<file path="config.mk">
export PLATFORM = sky130hd
export DESIGN_NAME = vga_timing_gen
export DESIGN_NICKNAME = d
export VERILOG_FILES = /design/src/rtl/vga_pkg.sv /design/src/rtl/vga_axis_counter.sv /design/src/rtl/vga_timing_gen.sv
export SDC_FILE = /design/constraint.sdc
export NUM_CORES = 1
export LEC_CHECK = 0
export CAP_MARGIN = 20
export CORE_ASPECT_RATIO = 0.6
export CORE_MARGIN = 4
export CORE_UTILIZATION = 25
export DETAILED_ROUTE_END_ITERATION = 16
export PLACE_DENSITY_LB_ADDON = 0.1
export SLEW_MARGIN = 20
export SYNTH_ARGS = -nofsm -noshare
export SYNTH_HDL_FRONTEND = slang
export SYNTH_SLANG_ARGS = --single-unit
</file>
<file path="constraint.sdc">
create_clock -name clk -period 3.7 [get_ports clk]
set_input_delay 0.74 -clock clk [delete_from_list [all_inputs] [get_ports clk]]
set_output_delay 0.74 -clock clk [all_outputs]
set_load 0.05 [all_outputs]
</file>
<file path="src/rtl/vga_pkg.sv">
// Shared VGA timing types: per-axis geometry, the 640x480@60 preset and total/width helpers.
package vga_pkg;

    typedef struct packed {
        logic [15:0] active;
        logic [15:0] fp;
        logic [15:0] sync;
        logic [15:0] bp;
    } vga_axis_t;

    localparam vga_axis_t VGA_640X480_60_H = '{active: 16'd640, fp: 16'd16, sync: 16'd96, bp: 16'd48};
    localparam vga_axis_t VGA_640X480_60_V = '{active: 16'd480, fp: 16'd10, sync: 16'd2,  bp: 16'd33};

    function automatic int vga_total(vga_axis_t a);
        return int'(a.active) + int'(a.fp) + int'(a.sync) + int'(a.bp);
    endfunction

    localparam int VGA_CNT_W = $clog2((vga_total(VGA_640X480_60_H) > vga_total(VGA_640X480_60_V)) ?
                                      vga_total(VGA_640X480_60_H) : vga_total(VGA_640X480_60_V));

endpackage

</file>
<file path="src/rtl/vga_axis_counter.sv">
// One raster axis: counts active, front porch, sync, back porch, then wraps; wrap is a one-step pulse.
module vga_axis_counter
    import vga_pkg::*;
#(
    parameter vga_axis_t AXIS  = VGA_640X480_60_H,
    parameter int        CNT_W = VGA_CNT_W
) (
    input  logic             clk_i,
    input  logic             resetn_i,
    input  logic             step_i,
    output logic [CNT_W-1:0] count_o,
    output logic             wrap_o,
    output logic             in_active_o,
    output logic             in_sync_o
);

    localparam int TOTAL   = vga_total(AXIS);
    localparam int S_BEGIN = int'(AXIS.active) + int'(AXIS.fp);
    localparam int S_END   = S_BEGIN + int'(AXIS.sync);

    logic [CNT_W-1:0] count_q;
    logic [CNT_W-1:0] count_d;

    always_comb begin
        wrap_o      = step_i && (int'(count_q) == TOTAL - 1);
        count_d     = wrap_o ? '0 : count_q + CNT_W'(1);
        in_active_o = int'(count_q) < int'(AXIS.active);
        in_sync_o   = (int'(count_q) >= S_BEGIN) && (int'(count_q) < S_END);
    end

    always_ff @(posedge clk_i) begin
        if (!resetn_i) begin
            count_q <= '0;
        end else if (step_i) begin
            count_q <= count_d;
        end
    end

    assign count_o = count_q;

endmodule

</file>
<file path="src/rtl/vga_timing_gen.sv">
// VGA raster timing generator: pixel enable divider, h/v counters and registered sync/blank/coordinate outputs.
// VGA_TIMING_LEAD_EN delays hs/vs/blank/strobes LEAD pixel periods behind the coordinate outputs.
module vga_timing_gen
    import vga_pkg::*;
#(
    parameter int   H_ACTIVE    = 640,
    parameter int   H_FP        = 16,
    parameter int   H_SYNC      = 96,
    parameter int   H_BP        = 48,
    parameter int   V_ACTIVE    = 480,
    parameter int   V_FP        = 10,
    parameter int   V_SYNC      = 2,
    parameter int   V_BP        = 33,
    parameter logic HS_POL      = 1'b0,
    parameter logic VS_POL      = 1'b0,
    parameter int   CLK_DIV     = 4,
    parameter int   SCALE_SHIFT = 0,
    parameter int   COORD_W     = 10,
    parameter int   LEAD        = 2
) (
    input  logic               clk,
    input  logic               resetn,
    input  logic               en,
    output logic               pix_ce,
    output logic               hs,
    output logic               vs,
    output logic               blank,
    output logic [COORD_W-1:0] current_x,
    output logic [COORD_W-1:0] current_y,
    output logic               fetch_valid,
    output logic               line_start,
    output logic               frame_start
);

    localparam vga_axis_t H_AXIS = '{active: 16'(H_ACTIVE), fp: 16'(H_FP), sync: 16'(H_SYNC), bp: 16'(H_BP)};
    localparam vga_axis_t V_AXIS = '{active: 16'(V_ACTIVE), fp: 16'(V_FP), sync: 16'(V_SYNC), bp: 16'(V_BP)};
    localparam int H_TOTAL = vga_total(H_AXIS);
    localparam int V_TOTAL = vga_total(V_AXIS);
    localparam int CNT_W   = $clog2((H_TOTAL > V_TOTAL) ? H_TOTAL : V_TOTAL);
    localparam int DIV_W   = (CLK_DIV > 1) ? $clog2(CLK_DIV) : 1;

    logic [DIV_W-1:0]   div_q, div_d;
    logic               ce;
    logic [CNT_W-1:0]   h_cnt, v_cnt;
    logic               h_wrap, v_wrap, h_act, v_act, h_sync, v_sync;
    logic               visible, h_first, v_first;
    logic               hs_d, vs_d;
    logic [COORD_W-1:0] x_d, y_d;
    logic               pix_ce_q, hs_q, vs_q, blank_q, fv_q;
    logic [COORD_W-1:0] x_q, y_q;
    logic               ls_q, fs_q;
    logic               unused_v_wrap;

    always_comb begin
        ce      = en && (int'(div_q) == CLK_DIV - 1);
        div_d   = ce ? '0 : div_q + DIV_W'(1);
        visible = h_act && v_act;
        h_first = (h_cnt == '0);
        v_first = (v_cnt == '0);
        hs_d    = h_sync ? HS_POL : ~HS_POL;
        vs_d    = v_sync ? VS_POL : ~VS_POL;
        x_d     = visible ? COORD_W'(h_cnt >> SCALE_SHIFT) : '0;
        y_d     = v_act ? COORD_W'(v_cnt >> SCALE_SHIFT) : '0;
    end

    vga_axis_counter #(.AXIS(H_AXIS), .CNT_W(CNT_W)) u_h_cnt (
        .clk_i       (clk),
        .resetn_i    (resetn),
        .step_i      (ce),
        .count_o     (h_cnt),
        .wrap_o      (h_wrap),
        .in_active_o (h_act),
        .in_sync_o   (h_sync)
    );

    vga_axis_counter #(.AXIS(V_AXIS), .CNT_W(CNT_W)) u_v_cnt (
        .clk_i       (clk),
        .resetn_i    (resetn),
        .step_i      (h_wrap),
        .count_o     (v_cnt),
        .wrap_o      (v_wrap),
        .in_active_o (v_act),
        .in_sync_o   (v_sync)
    );

    assign unused_v_wrap = v_wrap;

    // Outputs sample the pre-increment (h,v) on ce, so they describe the pixel just counted.
    always_ff @(posedge clk) begin
        if (!resetn) begin
            div_q    <= '0;
            pix_ce_q <= 1'b0;
            hs_q     <= ~HS_POL;
            vs_q     <= ~VS_POL;
            blank_q  <= 1'b1;
            x_q      <= '0;
            y_q      <= '0;
            fv_q     <= 1'b0;
        end else begin
            pix_ce_q <= ce;
            if (en) begin
                div_q <= div_d;
            end
            if (ce) begin
                hs_q    <= hs_d;
                vs_q    <= vs_d;
                blank_q <= ~visible;
                x_q     <= x_d;
                y_q     <= y_d;
                fv_q    <= visible;
            end
        end
    end

`ifdef VGA_TIMING_LEAD_EN
    logic [LEAD-1:0] hs_sh_q, vs_sh_q, bl_sh_q, ls_sh_q, fs_sh_q;

    // Strobe stages hold levels; the one-clk pulse is re-formed on the ce that empties the last stage.
    always_ff @(posedge clk) begin
        if (!resetn) begin
            hs_sh_q <= {LEAD{~HS_POL}};
            vs_sh_q <= {LEAD{~VS_POL}};
            bl_sh_q <= {LEAD{1'b1}};
            ls_sh_q <= '0;
            fs_sh_q <= '0;
            ls_q    <= 1'b0;
            fs_q    <= 1'b0;
        end else begin
            ls_q <= ce && ls_sh_q[LEAD-1];
            fs_q <= ce && fs_sh_q[LEAD-1];
            if (ce) begin
                hs_sh_q <= (hs_sh_q << 1) | LEAD'(hs_q);
                vs_sh_q <= (vs_sh_q << 1) | LEAD'(vs_q);
                bl_sh_q <= (bl_sh_q << 1) | LEAD'(blank_q);
                ls_sh_q <= (ls_sh_q << 1) | LEAD'(h_first);
                fs_sh_q <= (fs_sh_q << 1) | LEAD'(h_first && v_first);
            end
        end
    end

    assign hs    = hs_sh_q[LEAD-1];
    assign vs    = vs_sh_q[LEAD-1];
    assign blank = bl_sh_q[LEAD-1];
`else
    localparam int unused_lead = LEAD;

    always_ff @(posedge clk) begin
        if (!resetn) begin
            ls_q <= 1'b0;
            fs_q <= 1'b0;
        end else begin
            ls_q <= ce && h_first;
            fs_q <= ce && h_first && v_first;
        end
    end

    assign hs    = hs_q;
    assign vs    = vs_q;
    assign blank = blank_q;
`endif

    assign pix_ce      = pix_ce_q;
    assign current_x   = x_q;
    assign current_y   = y_q;
    assign fetch_valid = fv_q;
    assign line_start  = ls_q;
    assign frame_start = fs_q;

endmodule
</file>
==> out/results.ini <==
[detailed_routing]
viasPerCell=4.691
dr.pass1.iters=4
vias=1595
drc_errors=0
wire_per_inst_microns=15.15
routed_wl_microns=5152
ant_nets=0
drt_iter0_markers=104

[logic_synthesis]
synth_area_sq_um=1977
synth_edf_count=0
synth_top_area_share=0.4962
netlist_instances=203
synth_flop_cell=dfxtp_1
netlist_top_cells_count=dfxtp_1 (49), a22o_1 (19), nand2_1 (14)
ys_async_sr_fraction=0
seq_area_frac_synth=0.4962
synth_area_leader_cell=dfxtp_1
avgSynthCellArea_sq_um=9.738
yosys_warnings=0
synth_nets=211
yosysMostFrequentCell=dfxtp_1
synthTopCellsByArea=dfxtp_1 (50%), a22o_1 (8.4%), nand4_1 (3.5%)
synth-seq-cells=49
yosysUniqueCellTypes=41

[die]
die_w_microns=122.8
rows=24
die_area_sq_um=9441
io_pins=30
fp.dieH_microns=76.88
core_sq_um=7477
start_util=0.2644

[final_layout]
fin_cells=340
drive_gt1_frac=0.07627
area_growth_pct=29.94
fin_util=0.3435
insertedDiodeCount=0
nNetsFinal=243
stdcell_area_sq_um=2569
fill_cells=798

[setup_path]
path_delay_family=simple AND/OR/NAND/NOR gates
path_depth=5
critPathMaxFanout=16
slowest_delay_ns=0.80
crit_path_end_kind=flop
r2r_cells=5
cp_num_buf_inv=1
cp_cell_sequence=clkdlybuf4s50_1 > nand2_1 > or4_1 > o21ai_1 > nor2_1
worst_path_max_delay_cell=or4_1
worstSetupPathType=in2reg
cp-start-kind=primary input
critPathRequiredTime_ns=3.86
cp.arrival_ns=2.99

[pwr]
vdd_drop_max_uv=150.7
power_frac_seq=0.488
power_density_nw_per_um2=425.0
switchingPower_w=0.0002286
power_frac_clock=0.482
p_leak_nw=0.9380
power.share.switching=0.2094
p_int_w=0.0008631
combPwrFrac=0.029

[timing]
skew_ns=0.005797
worst-slew-pin-transition_ns=0.6408
finalHoldViolations=0
finalCritPeriodShare=0.7667
period_needed_ns=2.837
slew_violations=0
max_freq_ghz=0.3525
worst_slack_ns=0.8631
slew_headroom=0.5700
setup_viol=0
rsz0062_at_grt=false
finalSetupTns_ns=0

[min_path]
whs_path_depth=2
hold_path_class=reg2reg

[cts]
root_buffer=clkbuf_16
clkTransAtPathRegs_ns=0.07
cts_setup_buffers=0
clockBufferDepth=2
htreeDepth=2
insertion_delay_ns=0.29
cts_num_sinks=49
hold_buffers=0
numCtsBuffers=5
postCtsResizedCells=0
cts_tree=yes

[grt]
grt_antenna_before_repair=0
grtUsageTotal=0.1167
overflow=0
met3_usage=0.03750
grt_pass1_wl_microns=8369
grt_pass1_vias=1440
grt_max_degree=20
grt_use_met1=0.1947
top_usage_layer=met1
use_met2=0.1292

[place]
portBuffers=29
dp.cells=332
post-place-ws_ns=0.5450
gp_congestion=0.7527
post_dp_cell_area_sq_um=2401
dp_hpwl_microns=3640

[run_status]
status=finished clean

[job]
drv_cap=0

-- stage by stage --
step / total power [W] / hold slack (ns)
finish: 0.001092 / 0.4442
CTS: 0.001109 / 0.4514
global placement: 0.0005775 / 0.4362
detailed placement: 0.0005773 / 0.4400
floorplan: 0.0005652 / 0.4741
global route: 0.001130 / 0.4758
-- cells by family after synthesis --
logic type,share of synthesized area
AND/OR/NAND/NOR,0.2222
flip-flops,0.4962
AO/OA/AOI/OAI,0.1753
buffers and inverters,0.03418
XOR/XNOR,0.03544
adder cells (fa/ha/maj),0.03165
multiplexers,0.005063
-- power by group through the flow --
stage	clock network [W]	registers, W	logic (W)
2_1_floorplan	0	0.000549	0.0000161
3_3_place_gp	0	0.000545	0.0000322
3_5_place_dp	0	0.000545	0.0000321
4_1_cts	0.000544	0.000533	0.0000323
5_1_grt	0.000561	0.000533	0.0000363
6_report	0.000527	0.000533	0.0000319
-- tightest hold or removal path, cell delays in order, from the launching register on --
cell     delay, ns
dfxtp_1       0.31
inv_1         0.04
a21oi_1       0.05
-- registers in the layout, summed over array words and instances, names as in the netlist --
signal	flops
hs	1
current_x	10
fetch_valid	1
div_q	2
frame_start	1
vs	1
u_v_cnt.count_o	10
u_h_cnt.count_o	10
line_start	1
blank	1
current_y	10
pix_ce	1
-- worst paths after layout --
kind,from,to,slack [ns]
worst max-delay path,en,u_v_cnt.count_o[0]$_SDFFE_PN0N_,0.86
worst min-delay path,blank$_SDFFE_PN1P_,blank$_SDFFE_PN1P_,0.44
worst max register to register,u_h_cnt.count_o[1]$_SDFFE_PN0P_,u_v_cnt.count_o[0]$_SDFFE_PN0N_,1.19
worst min register to register,blank$_SDFFE_PN1P_,blank$_SDFFE_PN1P_,0.44
-- placed cells by master (no fill, tap or decap), types with 2 or more instances in the layout --
master	Yosys	layout
dfxtp_1	49	49
clkdlybuf4s50_1	0	29
a22o_1	19	19
nand2_1	14	14
nand4_1	11	11
a21oi_1	10	10
nor2_1	8	8
inv_1	7	7
buf_4	0	6
and3_1	5	5
nand3_1	5	5
o21ai_0	5	5
or3_1	5	5
xor2_1	5	5
ha_1	5	5
clkbuf_16	0	5
and2_1	4	4
o31ai_1	4	4
nor3_1	4	4
or4_1	3	3
nor4_1	3	3
a21boi_0	3	3
xnor2_1	3	3
nor2b_1	2	2
o211ai_1	2	2
-- per-layer routing --
metal | wire [microns] | part of all wire
met1 | 3066 | 0.60
met5 | 0 | 0
met2 | 1688 | 0.33
met4 | 79 | 0.015
met3 | 319 | 0.062
-- cell type report --
cell class              instances  area [sq um]  area share
inverters                       7         26.28     0.01023
well taps                     104         130.1     0.05066
clock buffers                   6         128.9     0.05017
clock inverters                 2         38.79     0.01510
multi-input cells             137         928.4      0.3614
flip-flops and latches         49         980.9      0.3819
repair buffers                 35         335.3      0.1305
(Power assumes the default switching activity.)
==> patch, RTL diff (same flow settings) <==
Set the parameter `HS_POL` to 1'b1 (it was 1'b0).
--- a/src/rtl/vga_timing_gen.sv
+++ b/src/rtl/vga_timing_gen.sv
@@ -13,3 +13,3 @@
     parameter int   V_BP        = 33,
-    parameter logic HS_POL      = 1'b0,
+    parameter logic HS_POL      = 1'b1,
     parameter logic VS_POL      = 1'b0,
Function: changed (a bounded check fails within 4 cycles, from zero or initial values and one cycle with resetn low).
==> patch against the unedited design <==
  * Sequential power barely moved
  * Worst setup slack improved by 1.7 ps
  * Count of clock-buffer cells in the layout rose by 1
  * Wire length rose by 2.6%
  * Area after synthesis rose by 0.57%
  * Via count rose by 2.2%
  * Sequential cell count did not move
  * Clock power fell by 8.2%
  * Core utilization fell by 0.13 points
  * Die area rose by 0.52%
  * Cell area fell by 0.39%
  * Critical path depth did not move
  * First-iteration DRC count fell by 0.96%
  * Power fell by 4.1%
  * Critical path type unchanged
  * Highest routed layer unchanged
==> patch: results (changes against the unedited design) <==
post-synthesis compound-gate area fraction 17.6% (+0.027 points); final hold slack 453 ps (+8.90 ps); number of distinct library cell variants in the gate-level netlist after synthesis 43 (+4.9%); worst ir drop on vdd 0.155 mV (+3.0%); number of global-route vias before repair 1474 (+2.4%); first-pass GRT wire length 8.53 mm (+1.9%); total CTS buffers 5 (unchanged); global routing usage on met3 4.49% (+0.74 points); outcome completed; Adder-Cell Fraction of Synth Area 3.15% (-0.018 points); maximum number of pins on one net before global-route repair 18 (-10%); met1 track utilization from global routing 20.8% (+1.3 points); worst hold start fetch_valid; fraction of layout instances using a drive strength above 1 8.02% (+0.39 points); 1st-iter DRT viols 103 (-0.96%); xor-xnor portion of the synthesized cell area 3.52% (-0.020 points); DPL Wire Length 3.78 mm (+3.9%); number of gates given a new drive strength after cts 0 (unchanged); GRT Overall Usage 12.0% (+0.30 points); dpl ws 564 ps (+18.9 ps); met2 track demand over resource 11.9% (-0.99 points); Synth top cells by count 49 x sky130_fd_sc_hd__dfxtp_1, 19 x sky130_fd_sc_hd__a22o_1, 15 x sky130_fd_sc_hd__nand2_1; ranking of synthesized cells by area sky130_fd_sc_hd__dfxtp_1 49%, sky130_fd_sc_hd__a22o_1 8.4%, sky130_fd_sc_hd__ha_1 3.1%, sky130_fd_sc_hd__nand2_1 2.8%, sky130_fd_sc_hd__nand4_1 2.8%; leakage dissipation 0.915 nW (-2.5%); WHS Endpoint fetch_valid; wirelength, routed 5.29 mm (+2.6%); synthesized net count 214 (+1.4%); share of the yosys chip area belonging to registers 49.3% (-0.28 points); global placement routability congestion 0.753 (about the same); Hold Path Depth 1 (-1); worst slew pin tran 658 ps (+17.1 ps); number of fill cells 759 (-4.9%); multiplexer share of the synthesized area 0.503% (-0.0029 points); worst clock skew 4.54 ps (-1.26 ps); routed vias/inst 4.78 (+1.9%); Max Fanout on Critical Path 17 (+1)
patch: per-layer routing:
| metal | up-vias | wire length, µm | share of wire [%] |
|---|---|---|---|
| li1 | 824 | - | - |
| met1 | 752 | 3150 | 60 |
| met2 | 49 | 1660 | 31 |
| met3 | 5 | 436 | 8.2 |
| met4 | 0 | 47 | 0.89 |
| met5 | - | 0 | 0 |
patch: area by class of cell:
type | instances | share of cell area, %
Clock inverter | 1 | 0.196
Sequential cell | 49 | 38.3
Inverter | 6 | 0.880
Timing Repair Buffer | 34 | 12.8
Multi-Input combinational cell | 140 | 36.7
Tap cell | 104 | 5.09
Clock buffer | 7 | 5.97
patch: worst max path at each step:
stage,slack (ps),cells after the start,endpoint,startpoint
after detailed placement,560,5,u_v_cnt.count_o[0],en
after floorplan,1340,7,u_v_cnt.count_o[7],en
after global placement,520,5,u_v_cnt.count_o[0],en
after CTS,880,5,u_v_cnt.count_o[0],en
final,860,5,u_v_cnt.count_o[0],en
after global routing,680,5,u_v_cnt.count_o[2],en
patch: cell families (layout without fill, tap and decap cells):
logic type	after synthesis	after routing
xor gates and xnor gates	8	8
adders and majority gates	5	5
and+or+nand+nor	78	78
buffers and inverters	17	48
DFF	49	49
muxes	1	1
AOI/OAI and AO/OA	48	48
patch: through the flow:
stage | utilization (%) | instance area, µm² | cells
finish | 34.2 | 2560 | 341
global route | 34.2 | 2560 | 341
CTS | 34.2 | 2560 | 341
detailed placement | 32.1 | 2400 | 333
global placement | 32.1 | 2400 | 333
floorplan | - | 1990 | 206
patch: critical path, stage by stage:
cell and delay (ps):
sky130_fd_sc_hd__clkdlybuf4s50_1 620, sky130_fd_sc_hd__nand2_1 100, sky130_fd_sc_hd__or4_1 790, sky130_fd_sc_hd__o21ai_1 630
sky130_fd_sc_hd__nor2_1 100
patch: report_power, final:
group	switching [mW]	internal [mW]	leakage, nW
clock network	0.197	0.287	0.0799
registers	0.00208	0.531	0.395
logic	0.0192	0.0109	0.440
